### src/rtl/spi_reg_bank.sv
// spi_reg_bank: SPI mode-0 register bank with synchronised pins, atomic write commit and CIPO read-back.
module spi_reg_bank #(
    parameter int NUM_REGS    = 5,
    parameter int ADDR_W      = 7,
    parameter int DATA_W      = 8,
    parameter int SYNC_LENGTH = 2
) (
    input  logic                         clk,
    input  logic                         rst_n,
    input  logic                         sclk,
    input  logic                         copi,
    input  logic                         ncs,
    output logic                         cipo,
    output logic                         cipo_oe,
    output logic [NUM_REGS*DATA_W-1:0]   regs,
    output logic [NUM_REGS-1:0]          wr_pulse,
    output logic                         frame_err
);
    localparam int FRAME_LEN = 1 + ADDR_W + DATA_W;
    localparam int CW        = $clog2(FRAME_LEN + 2);

    typedef enum logic [1:0] {IDLE, CMD, DATA, OVF} state_t;

    logic [SYNC_LENGTH-1:0]     sclk_s_q, copi_s_q, ncs_s_q;
    logic                       sclk_e_q, copi_e_q, ncs_e_q;
    logic                       sclk_rise_q, sclk_fall_q, ncs_rise_q, ncs_fall_q;
    state_t                     state_q;
    logic [CW-1:0]              cnt_q;
    logic [FRAME_LEN-1:0]       sr_q, sr_d;
    logic [DATA_W-1:0]          osr_q, rd_d;
    logic                       rd_q, cipo_q, cipo_oe_q, frame_err_q;
    logic [NUM_REGS-1:0]        wr_pulse_q;
    logic [NUM_REGS*DATA_W-1:0] regs_q;
    logic [ADDR_W-1:0]          addr_end;
    logic                       addr_ok;

    // Edge strobes are registered so every pin event reaches the FSM SYNC_LENGTH+1 cycles late.
    always_ff @(posedge clk or negedge rst_n) begin
        if (!rst_n) begin
            sclk_s_q <= '0;
            copi_s_q <= '1;
            ncs_s_q  <= '1;
            {sclk_e_q, copi_e_q, ncs_e_q} <= 3'b011;
            {sclk_rise_q, sclk_fall_q, ncs_rise_q, ncs_fall_q} <= '0;
        end else begin
            sclk_s_q    <= {sclk_s_q[SYNC_LENGTH-2:0], sclk};
            copi_s_q    <= {copi_s_q[SYNC_LENGTH-2:0], copi};
            ncs_s_q     <= {ncs_s_q[SYNC_LENGTH-2:0], ncs};
            sclk_e_q    <= sclk_s_q[SYNC_LENGTH-1];
            copi_e_q    <= copi_s_q[SYNC_LENGTH-1];
            ncs_e_q     <= ncs_s_q[SYNC_LENGTH-1];
            sclk_rise_q <= sclk_s_q[SYNC_LENGTH-1] & ~sclk_e_q;
            sclk_fall_q <= ~sclk_s_q[SYNC_LENGTH-1] & sclk_e_q;
            ncs_rise_q  <= ncs_s_q[SYNC_LENGTH-1] & ~ncs_e_q;
            ncs_fall_q  <= ~ncs_s_q[SYNC_LENGTH-1] & ncs_e_q;
        end
    end

    assign sr_d     = {sr_q[FRAME_LEN-2:0], copi_e_q};
    assign addr_end = sr_q[FRAME_LEN-2 -: ADDR_W];
    assign addr_ok  = {1'b0, addr_end} < (ADDR_W+1)'(NUM_REGS);

    always_comb begin
        rd_d = '0;
        for (int k = 0; k < NUM_REGS; k++)
            if (sr_d[ADDR_W-1:0] == ADDR_W'(k)) rd_d = regs_q[k*DATA_W +: DATA_W];
    end

    always_ff @(posedge clk or negedge rst_n) begin
        if (!rst_n) begin
            state_q     <= IDLE;
            cnt_q       <= '0;
            sr_q        <= '0;
            osr_q       <= '0;
            rd_q        <= 1'b0;
            cipo_q      <= 1'b0;
            cipo_oe_q   <= 1'b0;
            wr_pulse_q  <= '0;
            frame_err_q <= 1'b0;
            regs_q      <= '0;
        end else begin
            wr_pulse_q  <= '0;
            frame_err_q <= 1'b0;
            if (ncs_rise_q) begin
                state_q   <= IDLE;
                cnt_q     <= '0;
                rd_q      <= 1'b0;
                cipo_q    <= 1'b0;
                cipo_oe_q <= 1'b0;
                if (cnt_q != '0) begin
                    if (cnt_q == CW'(FRAME_LEN) && addr_ok) begin
                        for (int k = 0; k < NUM_REGS; k++)
                            if (sr_q[FRAME_LEN-1] && addr_end == ADDR_W'(k)) begin
                                regs_q[k*DATA_W +: DATA_W] <= sr_q[DATA_W-1:0];
                                wr_pulse_q[k]              <= 1'b1;
                            end
                    end else begin
                        frame_err_q <= 1'b1;
                    end
                end
            end else if (ncs_fall_q) begin
                state_q <= CMD;
                cnt_q   <= '0;
                sr_q    <= '0;
            end else if (state_q != IDLE) begin
                if (sclk_rise_q) begin
                    sr_q <= sr_d;
                    if (cnt_q != CW'(FRAME_LEN + 1)) cnt_q <= cnt_q + 1'b1;
                    if (state_q == CMD && cnt_q == CW'(ADDR_W)) begin
                        state_q   <= DATA;
                        rd_q      <= ~sr_d[ADDR_W];
                        cipo_oe_q <= ~sr_d[ADDR_W];
                        osr_q     <= rd_d;
                    end
                    if (state_q == DATA && cnt_q == CW'(FRAME_LEN)) state_q <= OVF;
                end
                if (sclk_fall_q && rd_q && (state_q == DATA || state_q == OVF)) begin
                    cipo_q <= osr_q[DATA_W-1];
                    osr_q  <= {osr_q[DATA_W-2:0], 1'b0};
                end
            end
        end
    end

    assign regs      = regs_q;
    assign wr_pulse  = wr_pulse_q;
    assign frame_err = frame_err_q;
    assign cipo      = cipo_q;
    assign cipo_oe   = cipo_oe_q;
endmodule

### config.mk
export PLATFORM = sky130hd
export DESIGN_NAME = spi_reg_bank
export DESIGN_NICKNAME = d
export VERILOG_FILES = /design/src/rtl/spi_reg_bank.sv
export SDC_FILE = /design/constraint.sdc
export NUM_CORES = 1
export LEC_CHECK = 0
export BUFFER_PORTS_ARGS = -buffer_cell sky130_fd_sc_hd__buf_2
export CELL_PAD_IN_SITES_DETAIL_PLACEMENT = 0
export CELL_PAD_IN_SITES_GLOBAL_PLACEMENT = 2
export CORE_MARGIN = 2
export CORE_UTILIZATION = 35
export CTS_BUF_LIST = sky130_fd_sc_hd__clkbuf_8
export DETAILED_ROUTE_END_ITERATION = 16
export PLACE_DENSITY_LB_ADDON = 0.1
export SLEW_MARGIN = 10
export SYNTH_ARGS = -nofsm -noshare
export SYNTH_HDL_FRONTEND = slang
export SYNTH_SLANG_ARGS = --single-unit
### constraint.sdc
create_clock -name clk -period 3.2 [get_ports clk]
set_clock_uncertainty 0.05 [all_clocks]
set_input_delay 0 -clock clk [delete_from_list [all_inputs] [get_ports clk]]
set_output_delay 0 -clock clk [all_outputs]
set_load 0.01 [all_outputs]
==> results of run 1 <==
-- through the flow --
step / utilization / hold WS [ns] / worst slack, ns / cells / cell area (sq um)
final: 0.412 / 0.113 / 0.726 / 525 / 4720
after global routing: 0.412 / 0.146 / 0.571 / 525 / 4720
after CTS: 0.412 / 0.120 / 0.718 / 525 / 4720
after detailed placement: 0.392 / -0.0356 / 0.725 / 505 / 4490
after global placement: 0.392 / -0.0372 / 0.781 / 505 / 4490
after floorplan: - / -0.346 / 0.973 / 327 / 4140
-- placed cells by master (no fill, tap or decap), types with 4 or more instances in the layout --
master / instances
a21oi_1: 8
a22o_1: 20
buf_2: 51
buf_4: 7
clkbuf_8: 9
dfrtp_1: 86
dfstp_2: 6
dlygate4sd3_1: 4
inv_1: 8
mux2_2: 43
nand2_1: 8
nand3_1: 5
nor2_1: 16
nor2b_1: 8
nor3_1: 6
o21ai_0: 11
o21bai_1: 4
or2_2: 4
-- area by class of cell --
class / instances / area (sq um)
Clock buffer: 9 / 124
Clock inverter: 7 / 68.8
Fill cell: 1115 / 6740
Inverter: 7 / 26.3
Multi-Input combinational cell: 205 / 1670
Sequential cell: 92 / 2310
Tap cell: 143 / 179
Timing Repair Buffer: 62 / 348
-- registers in the layout, summed over array words and instances, names as in the netlist --
| name | count |
|---|---|
| sclk_s_q | 2 |
| frame_err | 1 |
| regs | 40 |
| cnt_q | 5 |
| cipo_oe | 1 |
| copi_e_q | 1 |
| ncs_s_q | 2 |
| sclk_fall_q | 1 |
| sclk_rise_q | 1 |
| cipo | 1 |
| osr_q | 8 |
| wr_pulse | 5 |
| state_q | 2 |
| copi_s_q | 2 |
| ncs_e_q | 1 |
| ncs_fall_q | 1 |
| sr_q | 16 |
| ncs_rise_q | 1 |
| sclk_e_q | 1 |
-- critical path, stage by stage, from the launching register on --
cell,delay [ns]
dfrtp_1,0.44
inv_1,0.08
ha_1,0.15
or4bb_4,0.49
nor4_4,0.53
nand3b_4,0.28
mux2_2,0.34
-- power breakdown --
group / switching, mW / internal [mW] / total [mW]
Clock: 0.416 / 0.358 / 0.774
Sequential: 0.0288 / 1.18 / 1.21
Combinational: 0.0663 / 0.0429 / 0.109
Total: 0.511 / 1.58 / 2.09
-- routing by layer --
| metal | GRT usage | vias to the layer above | wire [um] |
|---|---|---|---|
| li1 | - | 1305 | - |
| met1 | 0.257 | 1400 | 5030 |
| met2 | 0.235 | 67 | 4410 |
| met3 | 0.0311 | 9 | 390 |
| met4 | 0.0724 | 0 | 129 |
| met5 | 0 | - | 0 |
-- kinds of logic after synthesis --
family,count (synthesis),synth area share
flops,92,0.558
compound gates,77,0.140
simple gates,77,0.124
mux,44,0.119
buf+inv,30,0.0411
xor+xnor,4,0.00846
fa+ha+maj,3,0.00906
-- repair_timing --
action	in CTS	in global routing
resized for setup	0	0
hold buffers	4	0
hold endpoints to repair	42	0
-- path summary, 6_finish.rpt --
path,depth (start not counted),slack [ns],to
setup / recovery,6,0.73,regs[22]
hold / removal,2,0.11,sclk_s_q[0]
setup reg to reg,6,0.73,regs[22]
hold reg to reg,0,0.31,copi_s_q[1]
max in group asynchronous,3,2.20,copi_e_q
min in group clk,2,0.22,sclk_s_q[0]
==> summary.txt, run 1 <==
Timing
  – Setup TNS: 0 ns
  – Period utilisation layout: 0.773
  – Worst-Margin Slew: 0.838 ns
  – Crit path time final: 2.47 ns
  – # setup viols final: 0
  – RSZ-0062 raised after global routing: no
  – Fin. max-slew vios: 0
  – Final hold viol count: 0
  – Slew HR: 0.442
  – Peak Freq: 404 MHz

Floorplan
  – Cell row count: 39
  – Chip width: 113 um
  – Die footprint: 12,700 sq um
  – IO Count: 53
  – Die Y: 113 um
  – Core area: 11,500 sq um
  – Initial core utilization: 0.361

Logic synthesis
  – Distinct cells, synth: 68
  – EDFF count, synth: 0
  – Syn nets: 335
  – Synth Area per Inst: 12.7 sq um
  – Share of flip-flops with an asynchronous set or reset: 1.00
  – Main flop type after synthesis: dfrtp_1
  – Post-synth design cell area: 4140 sq um
  – Cell count after synthesis: 327
  – Ranking of synthesized cells by instance count: 86 x dfrtp_1, 43 x mux2_2, 20 x a22o_1
  – Post-synthesis sequential area ratio: 0.558
  – Yosys top cell area share: 0.519
  – Cell taking the most area after synthesis: dfrtp_1
  – Synth warn: 0
  – Synth top area cells: dfrtp_1 52%, mux2_2 12%, a22o_1 4.2%
  – Synthesis-stage register bit count: 92
  – Most frequent cell after synthesis: dfrtp_1

Clocking
  – CTS buffer count: 9
  – Postcts setup bufs: 0
  – Sink Count: 92
  – CTS Buffer Depth: 2
  – Clk root buf: clkbuf_8
  – Clk_lat worst skew: 0.37 ns
  – Clk slew on worst S/H paths: 0.09 ns
  – H-tree depth: 3
  – Clock tree from TritonCTS: yes

Setup path
  – Crit path from: cnt_q[0]
  – WP data required: 3.41 ns
  – Critical path endpoint category: register
  – R2r startpoint: cnt_q[0]
  – Crit Path Max Fanout: 9
  – Kind of critical path: reg -> reg
  – Crit path DAT: 2.68 ns
  – Startpoint types: register

Detailed routing
  – Iter 0 DRT Violations: 124
  – Drt pass-1 iters: 4
  – Vias: 2,781
  – Via/cell ratio: 5.30
  – # DRC: 0
  – Total Wirelength: 9960 um
  – Detail Route Antenna Nets: 0
  – Wire length per cell: 19.0 um

Cells and area
  – Nets@finish: 385
  – Layout cell share with drive strength beyond 1: 0.369
  – Layout area overhead: 14.0%
  – ANT cells: 0

Place
  – GP Congestion: 0.748
  – Post-DP HPWL: 6710 um
  – # port buffers: 52

Run
  – # Max-Cap Violations: 0

Power
  – Overall Power: 2.09 mW
  – Total leakage power: 2.40 nW
  – Peak supply drop: 0.000273 V
  – PwrDens: 443 nW/um^2

GRT
  – Remaining global-route overflow: 0
  – First-pass GRT wire length: 16,300 um
  – Pin count of the biggest net entering global routing: 42
  – Initial antenna violation count: 0
  – Vias in the first global route: 2,813
  – Total Routing Usage GR: 0.169

Outcome
  – Result of the run: finished, final reports clean

Hold path
  – Hold WC Path Type: in -> async
No activity file was read; power rests on OpenSTA's default activity.
==> inputs of run 2 (changes only) <==
--- a/config.mk
+++ b/config.mk
@@ -5,6 +5,7 @@
 export SDC_FILE = /design/constraint.sdc
 export NUM_CORES = 1
 export LEC_CHECK = 0
+export ABC_AREA = 1
 export BUFFER_PORTS_ARGS = -buffer_cell sky130_fd_sc_hd__buf_2
 export CELL_PAD_IN_SITES_DETAIL_PLACEMENT = 0
 export CELL_PAD_IN_SITES_GLOBAL_PLACEMENT = 2
==> constraint.sdc (replaced) <==
create_clock -name clk -period 2.4 [get_ports clk]
set_clock_uncertainty 0.05 [all_clocks]
set_input_delay 0 -clock clk [delete_from_list [all_inputs] [get_ports clk]]
set_output_delay 0 -clock clk [all_outputs]
set_load 0.01 [all_outputs]
==> run 2 against run 1 <==
  * Maximum frequency grew 20%
  * Flip-flop and latch count is the same
  * Area after synthesis shrank 5.0%
  * Sequential power grew 32%
  * Sequential share of layout area grew 0.42 points
  * Non-clock buffer count grew 7
  * Setup slack lost 0.39 ns
  * Die area shrank 4.8%
  * Register-to-register slack lost 0.39 ns
  * Count of clock-buffer cells in the layout grew 1
  * Power grew 37%
  * Final area shrank 0.85%
==> summary.txt, run 2 <==
Outcome
  – Result of the run: finished, final reports clean

Logic synthesis
  – Post-synth design cell area: 3940 sq um
  – Distinct cells, synth: 22
  – Share of flip-flops with an asynchronous set or reset: 1.00
  – Cell taking the most area after synthesis: dfrtp_1
  – EDFF count, synth: 0
  – Yosys top cell area share: 0.547
  – Cell count after synthesis: 452
  – Synth Area per Inst: 8.71 sq um
  – Synthesis-stage register bit count: 92
  – Main flop type after synthesis: dfrtp_1
  – Post-synthesis sequential area ratio: 0.587
  – Synth warn: 0
  – Syn nets: 460
  – Ranking of synthesized cells by instance count: 102 x nand2_1, 86 x dfrtp_1, 53 x inv_1
  – Most frequent cell after synthesis: nand2_1
  – Synth top area cells: dfrtp_1 55%, nand2_1 9.7%, nand3_1 6.4%

Setup path
  – Kind of critical path: reg -> reg
  – Crit path DAT: 2.27 ns
  – Critical path endpoint category: register
  – Buf/Inv on CP: 1
  – WP data required: 2.60 ns
  – Crit path max-delay family: simple AND/OR/NAND/NOR gates
  – Crit-path cells: inv_1 > ha_1 > nand3_1 > nor3_4 > nand3b_2 > nand2_1 > o21ai_1
  – Worst path max stage delay: 0.42 ns
  – R2r setup slk: 0.33 ns
  – Crit path from: cnt_q[0]
  – R2r startpoint: cnt_q[0]
  – Crit Path Max Fanout: 17
  – Worst path slowest cell: dfrtp_1
  – Startpoint types: register

Cells and area
  – Layout area overhead: 19.0%
  – Layout cell share with drive strength beyond 1: 0.187
  – Nets@finish: 528
  – Layout Cells excl Fill: 665
  – Most frequent cells in the layout: 102 x nand2_1, 86 x dfrtp_1, 53 x inv_1, 51 x buf_2
  – Commonest non-fill, non-tap cell in the layout: nand2_1
  – Largest register FFs: 40
  – ANT cells: 0

Floorplan
  – IO Count: 53
  – Die footprint: 12,100 sq um
  – Chip width: 110 um
  – Core area: 10,900 sq um
  – Cell row count: 38
  – Initial core utilization: 0.362
  – Die Y: 110 um

GRT
  – First-pass GRT wire length: 16,600 um
  – Total Routing Usage GR: 0.187
  – Initial antenna violation count: 0
  – Pin count of the biggest net entering global routing: 54
  – Remaining global-route overflow: 0
  – Vias in the first global route: 3,051

Hold path
  – Hold WC Path Type: in -> async

Detailed routing
  – Met2 wire len: 4450 um
  – # DRC: 0
  – Max Used Layer: met4
  – Met1 Wirelength: 5300 um
  – Iter 0 DRT Violations: 198
  – Total Wirelength: 10,300 um
  – Wire length per cell: 15.5 um
  – Drt pass-1 iters: 4
  – Detail Route Antenna Nets: 0
  – Via/cell ratio: 4.90
  – DR WL met3: 362 um
  – Vias: 3,256

Timing
  – Setup TNS: 0 ns
  – Fin. max-slew vios: 0
  – Period utilisation layout: 0.861
  – Worst-Margin Slew: 0.722 ns
  – # setup viols final: 0
  – Slew HR: 0.519
  – Peak Freq: 484 MHz
  – Crit path time final: 2.07 ns
  – Final hold viol count: 0
  – RSZ-0062 raised after global routing: no
  – Hold_ws: 0.104 ns

Place
  – # port buffers: 52
  – Post-DP HPWL: 7190 um
  – Placed Instances: 645
  – GP Congestion: 0.771

Clocking
  – Clk slew on worst S/H paths: 0.09 ns
  – Postcts setup bufs: 0
  – Sink Count: 92
  – Clock tree from TritonCTS: yes
  – CTS Buffer Depth: 2
  – Clk root buf: clkbuf_8
  – CTS buffer count: 9
  – H-tree depth: 3
  – Clk_lat worst skew: 0.37 ns

Power
  – Total leakage power: 2.45 nW
  – Peak supply drop: 0.000332 V
  – PwrDens: 613 nW/um^2

Run
  – # Max-Cap Violations: 0
## run 2: path summary, 6_finish.rpt
check / endpoint / cells after the start
worst max-delay path: regs[24] / 7
worst min-delay path: cnt_q[3] / 2
worst max register to register: regs[24] / 7
worst min register to register: ncs_s_q[1] / 0
max in group asynchronous: regs[2] / 3
min in group clk: ncs_s_q[0] / 2
## run 2: final cells by class
| cell class | instances | area, sq um |
|---|---|---|
| tap | 140 | 175 |
| inverter | 54 | 203 |
| multi-input combinational | 294 | 1380 |
| timing repair buffer | 69 | 413 |
| clock inverter | 6 | 70.1 |
| clock buffer | 10 | 138 |
| sequential | 92 | 2310 |
| fill | 1133 | 6200 |
## run 2: cells by family after synthesis
family / after synthesis / synth area share
adder cells (fa/ha/maj): 3 / 0.00953
flip-flops: 92 / 0.587
buffers and inverters: 66 / 0.0655
AND/OR/NAND/NOR: 219 / 0.241
AO/OA/AOI/OAI: 72 / 0.0969
## run 2: where the power goes
part,total (mW),switching [mW],internal [mW],leakage [nW]
Combinational,0.171,0.121,0.0504,1.09
Clock,1.10,0.583,0.519,0.107
Sequential,1.60,0.0216,1.58,1.25
Total,2.87,0.725,2.15,2.45
## run 2: stage by stage
stage	cell area [sq um]	setup WS, ns	util	total power [mW]
2_1_floorplan	3940	0.655	-	1.71
3_3_place_gp	4430	0.379	0.407	1.80
3_5_place_dp	4430	0.321	0.407	1.80
4_1_cts	4680	0.308	0.430	2.91
5_1_grt	4680	0.141	0.430	2.99
6_report	4680	0.333	0.430	2.87
## run 2: repair_timing
action	CTS	global route
hold endpoints to repair	42	0
hold buffers	4	0
gates resized for setup	0	0
## run 2: per-layer routing
metal	track usage	vias to the layer above
met1	0.281	1575
met4	0.0796	0
met2	0.266	63
met3	0.0306	15
li1	-	1603
met5	0	-
